$ cat config.mk
export PLATFORM = sky130hd
export DESIGN_NAME = ex_mem_stage
export DESIGN_NICKNAME = d
export VERILOG_FILES = /design/src/rtl/cpu_types_pkg.sv /design/src/rtl/dmem_req_fsm.sv /design/src/rtl/ex_mem_stage.sv
export SDC_FILE = /design/constraint.sdc
export NUM_CORES = 1
export LEC_CHECK = 0
export CORE_MARGIN = 2
export CORE_UTILIZATION = 36
export DETAILED_ROUTE_END_ITERATION = 16
export GPL_ROUTABILITY_DRIVEN = 0
export PLACE_DENSITY = 0.81
export SLEW_MARGIN = 25
export SYNTH_ARGS = -nofsm -noshare
export SYNTH_HDL_FRONTEND = slang
export SYNTH_SLANG_ARGS = --single-unit
$ cat constraint.sdc
create_clock -name CLK -period 2.55 [get_ports CLK]
set_clock_uncertainty 0.2 [all_clocks]
set_input_delay 0.51 -clock CLK [delete_from_list [all_inputs] [get_ports CLK]]
set_output_delay 0.51 -clock CLK [all_outputs]
set_load 0.02 [all_outputs]
$ cat src/rtl/cpu_types_pkg.sv
// Shared CPU datapath types: word/register widths and the EX/MEM sequencer state.
package cpu_types_pkg;
   typedef logic [31:0] word_t;
   typedef logic [4:0]  regbits_t;

   typedef enum logic [1:0] {IDLE, ACCESS, DONE} ex_mem_state_t;

   typedef struct packed {
      logic     dre;
      logic     dwe;
      logic     halt;
      logic     memtoreg;
      logic     wen;
      logic     jal;
      word_t    aluout;
      word_t    storedat;
      word_t    pc4;
      regbits_t wsel;
   } ex_mem_t;
endpackage

$ cat src/rtl/dmem_req_fsm.sv
// Data-memory request sequencer: issues one request per captured memory op, holds the
// pipeline until dhit, then reports the stage final for exactly one DONE cycle.
module dmem_req_fsm
   import cpu_types_pkg::*;
#(
   parameter int STALLCNT_W = 16
) (
   input  logic                  CLK,
   input  logic                  nRST,
   input  logic                  capture,
   input  logic                  capmem,
   input  logic                  dre,
   input  logic                  dwe,
   input  logic                  dhit,
   output logic                  dmemREN,
   output logic                  dmemWEN,
   output logic                  memstall,
   output logic                  memvalid,
   output logic [STALLCNT_W-1:0] memstallcnt
);
   ex_mem_state_t state, next;

   always_ff @(posedge CLK or negedge nRST) begin
      if (!nRST) state <= IDLE;
      else       state <= next;
   end

   always_comb begin
      next     = state;
      dmemREN  = 1'b0;
      dmemWEN  = 1'b0;
      memstall = 1'b0;
      memvalid = 1'b0;
      case (state)
         IDLE: begin
            memvalid = 1'b1;
            if (capture && capmem) next = ACCESS;
         end
         ACCESS: begin
            // a store takes precedence when both enables are set
            memstall = 1'b1;
            dmemWEN  = dwe;
            dmemREN  = dre & ~dwe;
            if (dhit) next = DONE;
         end
         DONE: begin
            memvalid = 1'b1;
            next     = (capture && capmem) ? ACCESS : IDLE;
         end
         default: next = IDLE;
      endcase
   end

   always_ff @(posedge CLK or negedge nRST) begin
      if (!nRST)                           memstallcnt <= '0;
      else if (memstall && ~&memstallcnt)  memstallcnt <= memstallcnt + 1'b1;
   end
endmodule

$ cat src/rtl/ex_mem_stage.sv
// EX/MEM pipeline register with data-memory request sequencing and sticky HALT.
module ex_mem_stage
   import cpu_types_pkg::*;
#(
   parameter int STALLCNT_W = 16
) (
   input  logic                  CLK,
   input  logic                  nRST,
   input  logic                  exW,
   input  logic                  exRST,
   input  logic                  excuDRE,
   input  logic                  excuDWE,
   input  logic                  excuHALT,
   input  logic                  exMemToReg,
   input  logic                  exWEN,
   input  logic                  exJALflag,
   input  word_t                 exaluout,
   input  word_t                 exstoredat,
   input  regbits_t              exwsel,
   input  word_t                 expc4,
   input  logic                  dhit,
   input  word_t                 dmemload,
   output logic                  dmemREN,
   output logic                  dmemWEN,
   output word_t                 dmemaddr,
   output word_t                 dmemstore,
   output logic                  memstall,
   output logic                  memvalid,
   output logic                  memMemToReg,
   output logic                  memWEN,
   output logic                  memJALflag,
   output logic                  memHALT,
   output word_t                 memaluout,
   output word_t                 memstoredat,
   output word_t                 mempc4,
   output word_t                 memloaddat,
   output regbits_t              memwsel,
   output logic [STALLCNT_W-1:0] memstallcnt
);
   ex_mem_t r, din;
   logic    capture, capmem;

   // HALT freezes the stage for good; a stalled stage never re-captures
   assign capture = (exW | exRST) & ~memstall & ~r.halt;
   assign capmem  = ~exRST & (excuDRE | excuDWE);

   always_comb begin
      din = '0;
      if (!exRST) begin
         din.dre      = excuDRE;
         din.dwe      = excuDWE;
         din.halt     = excuHALT;
         din.memtoreg = exMemToReg;
         din.wen      = exWEN;
         din.jal      = exJALflag;
         din.aluout   = exaluout;
         din.storedat = exstoredat;
         din.pc4      = expc4;
         din.wsel     = exwsel;
      end
   end

   always_ff @(posedge CLK or negedge nRST) begin
      if (!nRST)        r <= '0;
      else if (capture) r <= din;
   end

   always_ff @(posedge CLK or negedge nRST) begin
      if (!nRST)                memloaddat <= '0;
      else if (dmemREN && dhit) memloaddat <= dmemload;
   end

   dmem_req_fsm #(.STALLCNT_W(STALLCNT_W)) u_fsm (
      .CLK         (CLK),
      .nRST        (nRST),
      .capture     (capture),
      .capmem      (capmem),
      .dre         (r.dre),
      .dwe         (r.dwe),
      .dhit        (dhit),
      .dmemREN     (dmemREN),
      .dmemWEN     (dmemWEN),
      .memstall    (memstall),
      .memvalid    (memvalid),
      .memstallcnt (memstallcnt)
   );

   assign dmemaddr    = r.aluout;
   assign dmemstore   = r.storedat;
   assign memMemToReg = r.memtoreg;
   assign memWEN      = r.wen;
   assign memJALflag  = r.jal;
   assign memHALT     = r.halt;
   assign memaluout   = r.aluout;
   assign memstoredat = r.storedat;
   assign mempc4      = r.pc4;
   assign memwsel     = r.wsel;
endmodule

* Word-level counts from Yosys, hierarchy flattened
Index checks and enable logic that the tools add are counted.
** Storage, ports and cells
- Register bits after elaboration :: 157
- Input bits :: 144
- Output and inout port bits :: 221
- Logic and storage cells :: 45
** Operators by class
- Add/sub/neg operators :: 1
- Equality and inequality tests :: 4
- Mux-type cells :: 9
- Bitwise gates (word level) :: 10
- Reductions and logical operators :: 8
** Operators by type and width (count)
- 107-bit two-way mux :: 1
- 16-bit by 1-bit adder with 16-bit output (second input constant) :: 1
- 16-bit AND reduction :: 1
- 2-bit case mux with 3 select lines :: 1
- 1-bit two-way mux :: 5
- 1-bit AND :: 4
- 2-bit two-way mux :: 2
- 1-bit inverter :: 4
- 1-bit logical AND :: 3
- 2-bit by 1-bit equality test with 1-bit output (second input constant) :: 1
- 2-bit equality test (second input constant) :: 1
- 2-bit zero test :: 1
- 2-bit by 1-bit inequality test with 1-bit output (second input constant) :: 1
- 2-bit inequality test (second input constant) :: 1
- 1-bit bitwise OR :: 2
- 2-bit AND reduction :: 1
- 2-bit OR reduction :: 1
- 1-bit zero test :: 1

* Longest topological paths before layout
- Depth after elaboration :: 8
- Depth in mapped cells :: 8

* By module
From an unflattened synthesis, not the netlist that was laid out.
** Unflattened totals
- Cell total of the unflattened synthesis :: 936
- Area, all modules :: 9664.3 µm²
** Modules (own cells, without submodules)
- ex_mem_stage :: times used 1, cells each 852, area each 8737.1 µm²
- dmem_req_fsm :: times used 1, cells each 84, area each 927.1 µm²

* Worst setup path after synthesis
Ideal clock, no wire load.
- Path type :: register to register
- Start :: register u_fsm.memstallcnt[0]
- End :: register u_fsm.memstallcnt[1]
- Setup time :: 0.125 ns
- Arrival :: 1.778 ns
- Path slack :: 0.447 ns
- Cell stages (with the launch flop) :: 6
- Path buffers :: 1
- Clock period less this slack :: 2.103 ns
- Cells stage by stage :: dfrtp_1 > ha_1 > nand4_2 > o41a_1 > buf_2 > mux2_4
** Between the ends
- Longest elaborated chain between the ends :: 3
** Ends and longest elaborated chain
- start, declared :: RTL line dmem_req_fsm.sv:19 : output logic [STALLCNT_W-1:0] memstallcnt
- start signal, assigned :: RTL line dmem_req_fsm.sv:56 : else if (memstall && ~&memstallcnt) memstallcnt <= memstallcnt + 1'b1;
- parallel branches: the longest is 3 deep, another holds 16-bit by 1-bit adder with 16-bit output
Several ways; the timed one is not identified.
A chain may end at the register's enable or synchronous reset.

* Final worst setup path
- Start :: register u_fsm.state[0]
- End :: output dmemWEN
** Between the ends
- Longest elaborated chain between the ends :: 2
** Ends and longest elaborated chain
- start, declared :: RTL line dmem_req_fsm.sv:21 : ex_mem_state_t state, next;
- start signal, assigned :: RTL line dmem_req_fsm.sv:25 : else state <= next;
- 2-bit by 1-bit equality test with 1-bit output :: RTL line dmem_req_fsm.sv:34 : case (state)
- 1-bit two-way mux :: RTL line dmem_req_fsm.sv:34
- end, declared :: RTL line ex_mem_stage.sv:24 : output logic dmemWEN,
No other way between the ends.

==> summary.md <==
| Metric | Value |
|---|---|
| Avg Cell Area, Syn | 10.5 um^2 |
| Cell family with most CP delay | buffers and inverters |
| Final Cycle Share | between 90% and 100% |
| Worst Path Buf+Inv | 1 |
| Largest family of logic cells by synthesized area | simple AND/OR/NAND/NOR gates |
| Initial Utilization | 36.7% |
| Ys Warns | 0 |
| Syn_nets | 822 |
| GRT Total Usage | 19.4% |
| Global-route wire length before repair | 31400 um |
| Worst path arrival time | around 1.7 ns |
| Sequential Area | 3930 um^2 |
| Seq/Total Area, Yosys | a little under three fifths |
| CTS tree | built |
| Yosys cell types | 30 |
| Worst Hold Margin | 0.262 ns |
| Antenna diode count | 0 |
| Power density cells | approximately 1300 nW/um^2 |
| Min Clock Period, post-route | 2.45 ns |
| Crit-path slowest cell | clkdlybuf4s50_1 |
| Worst hold path class | flop to flop |
| Remaining Overflow, GRT | 0 |
| Die Y | 145 um |
| Final wirelength | 20900 um |
| Core ar. | roughly 19000 um^2 |
| Crit path max fanout | 5 |
| CTS Buf Count | 17 |
| Startpoint types | flop |
| Drt via density | between 4 and 5 |
| Final #Nets | 1113 |
| Vias in the first global route | 5824 |
| Fillers | 1642 |
| Antenna violations before repair | 1 |
| Slew Limit Fails | 0 |
| Setup TNS Final | 0 ns |
| Post-DP HPWL | 15200 um |
| Largest net degree at the start of global routing | around 110 |
| Flop2flop setup slack | ~0.43 ns |
| Die area | around 21000 um^2 |
| Multi-input logic area | approximately 2500 um^2 |
| Simple-Gate Fraction of Synth Area | 25.8% |
| RSZ-0062 raised after global routing | no |
| Root buffer cell | clkbuf_16 |
| Remaining routing DRC violations | 0 |
| Crit path cell chain | nor2b_4, and2_1, clkdlybuf4s50_1 |
| Post-Synth Adder-Cell Area | 0.175% |
| Status | complete, no violations |
| Slew margin rel. | approximately 41% |
| Worst-Margin Slew | 0.886 ns |
| Finished Cell Area | 11200 um^2 |
| Top area cells in the synthesized netlist | dfrtp_1 (55%), nand2_1 (12%), nand3b_1 (11%) |
| Synth Area in Compound Gates | 0.491% |
| Longest Clk Path Bufs | 2 |
| Avg WL per Cell | between 15 and 20 um |
| Syn Std Cell Area | 7130 um^2 |
| DIE WIDTH | 145 um |
| Vias | 5807 |
| Share of the synthesized area in the top cell type | 55.1% |
| Clk sinks | 157 |
| Max H-tree Level | 4 |
| Post-DRT Antenna Nets | 0 |
| Mux contribution to synthesized area | ~7.0% |
| Kind of critical path | flop to output pin |
| Cell Rows | 51 |
| I/O pin total | 365 |
| Iter 0 DRT Violations | 283 |
| Required @ worst endpoint | roughly 1.8 ns |
| Area Growth Syn to Fin | 57.2% |
| Synth Area in XOR/XNOR | 1.72% |
| Fmax | between 400 and 500 MHz |
| Final Hold Viols | 0 |
| DP Area | 10600 um^2 |
| Leak | ~5 nW |
| Worst VDD drop | about 0.00057 V |
| Port Buffers | 364 |
| Largest area contributor in the netlist | dfrtp_1 |
| Seq cells post-synth | ~160 |
| Mapped Cells | 677 |
| First-pass iteration count of the detailed router | 7 |
| Clock latency on the worst-skew pair | 0.41 ns |
| Max Cap Viol | 0 |
| Final setup fails | 0 |
| Critical Path Max Stage Delay | ~0.60 ns |
| Fraction of layout cells with a size suffix above 1 | 8.87% |
| Endpoint class of the critical path | output pin |
| Clk slew on worst S/H paths | 0.06 ns |
[through the flow]
step / setup slack [ns] / utilization [%] / std cells / power [W]
6_report: 0.104 / 57.6 / 1246 / 0.0146
4_1_cts: 0.0115 / 57.6 / 1246 / 0.0148
3_5_place_dp: 0.239 / 54.4 / 1213 / 0.0121
5_1_grt: 0.0162 / 57.6 / 1246 / 0.0154
3_3_place_gp: 0.226 / 54.4 / 1213 / 0.0120
2_1_floorplan: 0.447 / - / 677 / 0.00856
[logic make-up (layout without fill, tap and decap cells)]
| logic type | count (synthesis) | in the layout |
|---|---|---|
| and+or+nand+nor | 361 | 361 |
| DFF | 157 | 157 |
| buffers and inverters | 107 | 411 |
| muxes | 34 | 34 |
| xor gates and xnor gates | 14 | 14 |
| AOI/OAI and AO/OA | 3 | 3 |
| adders and majority gates | 1 | 1 |
[cell type report]
| cell class | instances | area share (%) |
|---|---|---|
| flip-flops and latches | 157 | 35.0 |
| repair buffers | 377 | 34.0 |
| multi-input cells | 413 | 22.6 |
| clock buffers | 17 | 3.79 |
| well taps | 265 | 2.96 |
| clock inverters | 15 | 1.61 |
| inverters | 2 | 0.0669 |
[routing by layer]
layer / global-route usage [%] / part of all wire [%]
met1: 22.7 / 37
met3: 6.75 / 9.3
met5: 0 / 0.062
met2: 32.9 / 51
met4: 7.51 / 2.5
[power by group]
| group | switching (W) | leakage [nW] | internal (W) |
|---|---|---|---|
| logic | 0.00382 | 2.78 | 0.00368 |
| registers | 0.000864 | 2.06 | 0.00364 |
| clock network | 0.00111 | 0.297 | 0.00148 |
[tightest hold or removal path, stage by stage, from the launching register on]
cell	delay, ns
dfrtp_1	0.34
nand2_1	0.05
nand2_1	0.05
[layout by cell type, fill, tap and decap left out, types with 3 or more instances in the layout]
cell and count:
and3_1 4, buf_12 6, buf_4 6, clkbuf_16 17, clkdlybuf4s50_1 361, dfrtp_1 157
inv_6 4, inv_8 3, mux2_2 3, mux2_4 31, nand2_1 220, nand3b_1 106
nand4_1 8, nor2_1 5, nor3_1 3, nor4_1 5, xnor2_1 7, xor2_1 7
[cell usage after synthesis]
library cell	number
nand2b_1	1
and2_1	1
xnor2_1	7
and3b_1	2
mux2_4	31
nand3b_1	106
nor4_1	5
a21o_1	1
o41a_1	1
mux2_2	3
nor2b_1	1
buf_4	65
nor3_2	1
nand4_1	8
ha_1	1
o41ai_2	1
or3_1	1
nand2_1	220
xor2_1	7
clkbuf_1	25
buf_6	5
and3_1	4
dfrtp_1	157
nand3_1	1
nand4_2	1
buf_2	10
and2_4	1
inv_1	2
nor2_1	5
nor3_1	3
[flip-flops by register name, summed over array words and instances, names as in the netlist]
register / flops
memWEN: 1
memHALT: 1
dmemaddr: 32
memloaddat: 32
mempc4: 32
u_fsm.state: 2
dmemstore: 32
r: 2
memJALflag: 1
memMemToReg: 1
u_fsm.memstallcnt: 16
memwsel: 5
[path summary, 6_finish.rpt]
check                                startpoint                    to  depth (start not counted)
hold reg to reg                      mempc4[20]            mempc4[20]                          2
min in group asynchronous                  nRST         memloaddat[6]                          2
max in group asynchronous                  nRST             mempc4[6]                          3
setup / recovery                 u_fsm.state[0]               dmemWEN                          3
hold / removal                       mempc4[20]            mempc4[20]                          2
setup reg to reg           u_fsm.memstallcnt[0]  u_fsm.memstallcnt[1]                          4
[timing repair]
item	CTS	global route
hold buffers	1	0
endpoints found under the hold margin	55	0
buffers inserted	0	0
setup endpoints to repair	2	1
gates resized for setup	2	1
No activity file was read; power rests on OpenSTA's default activity.
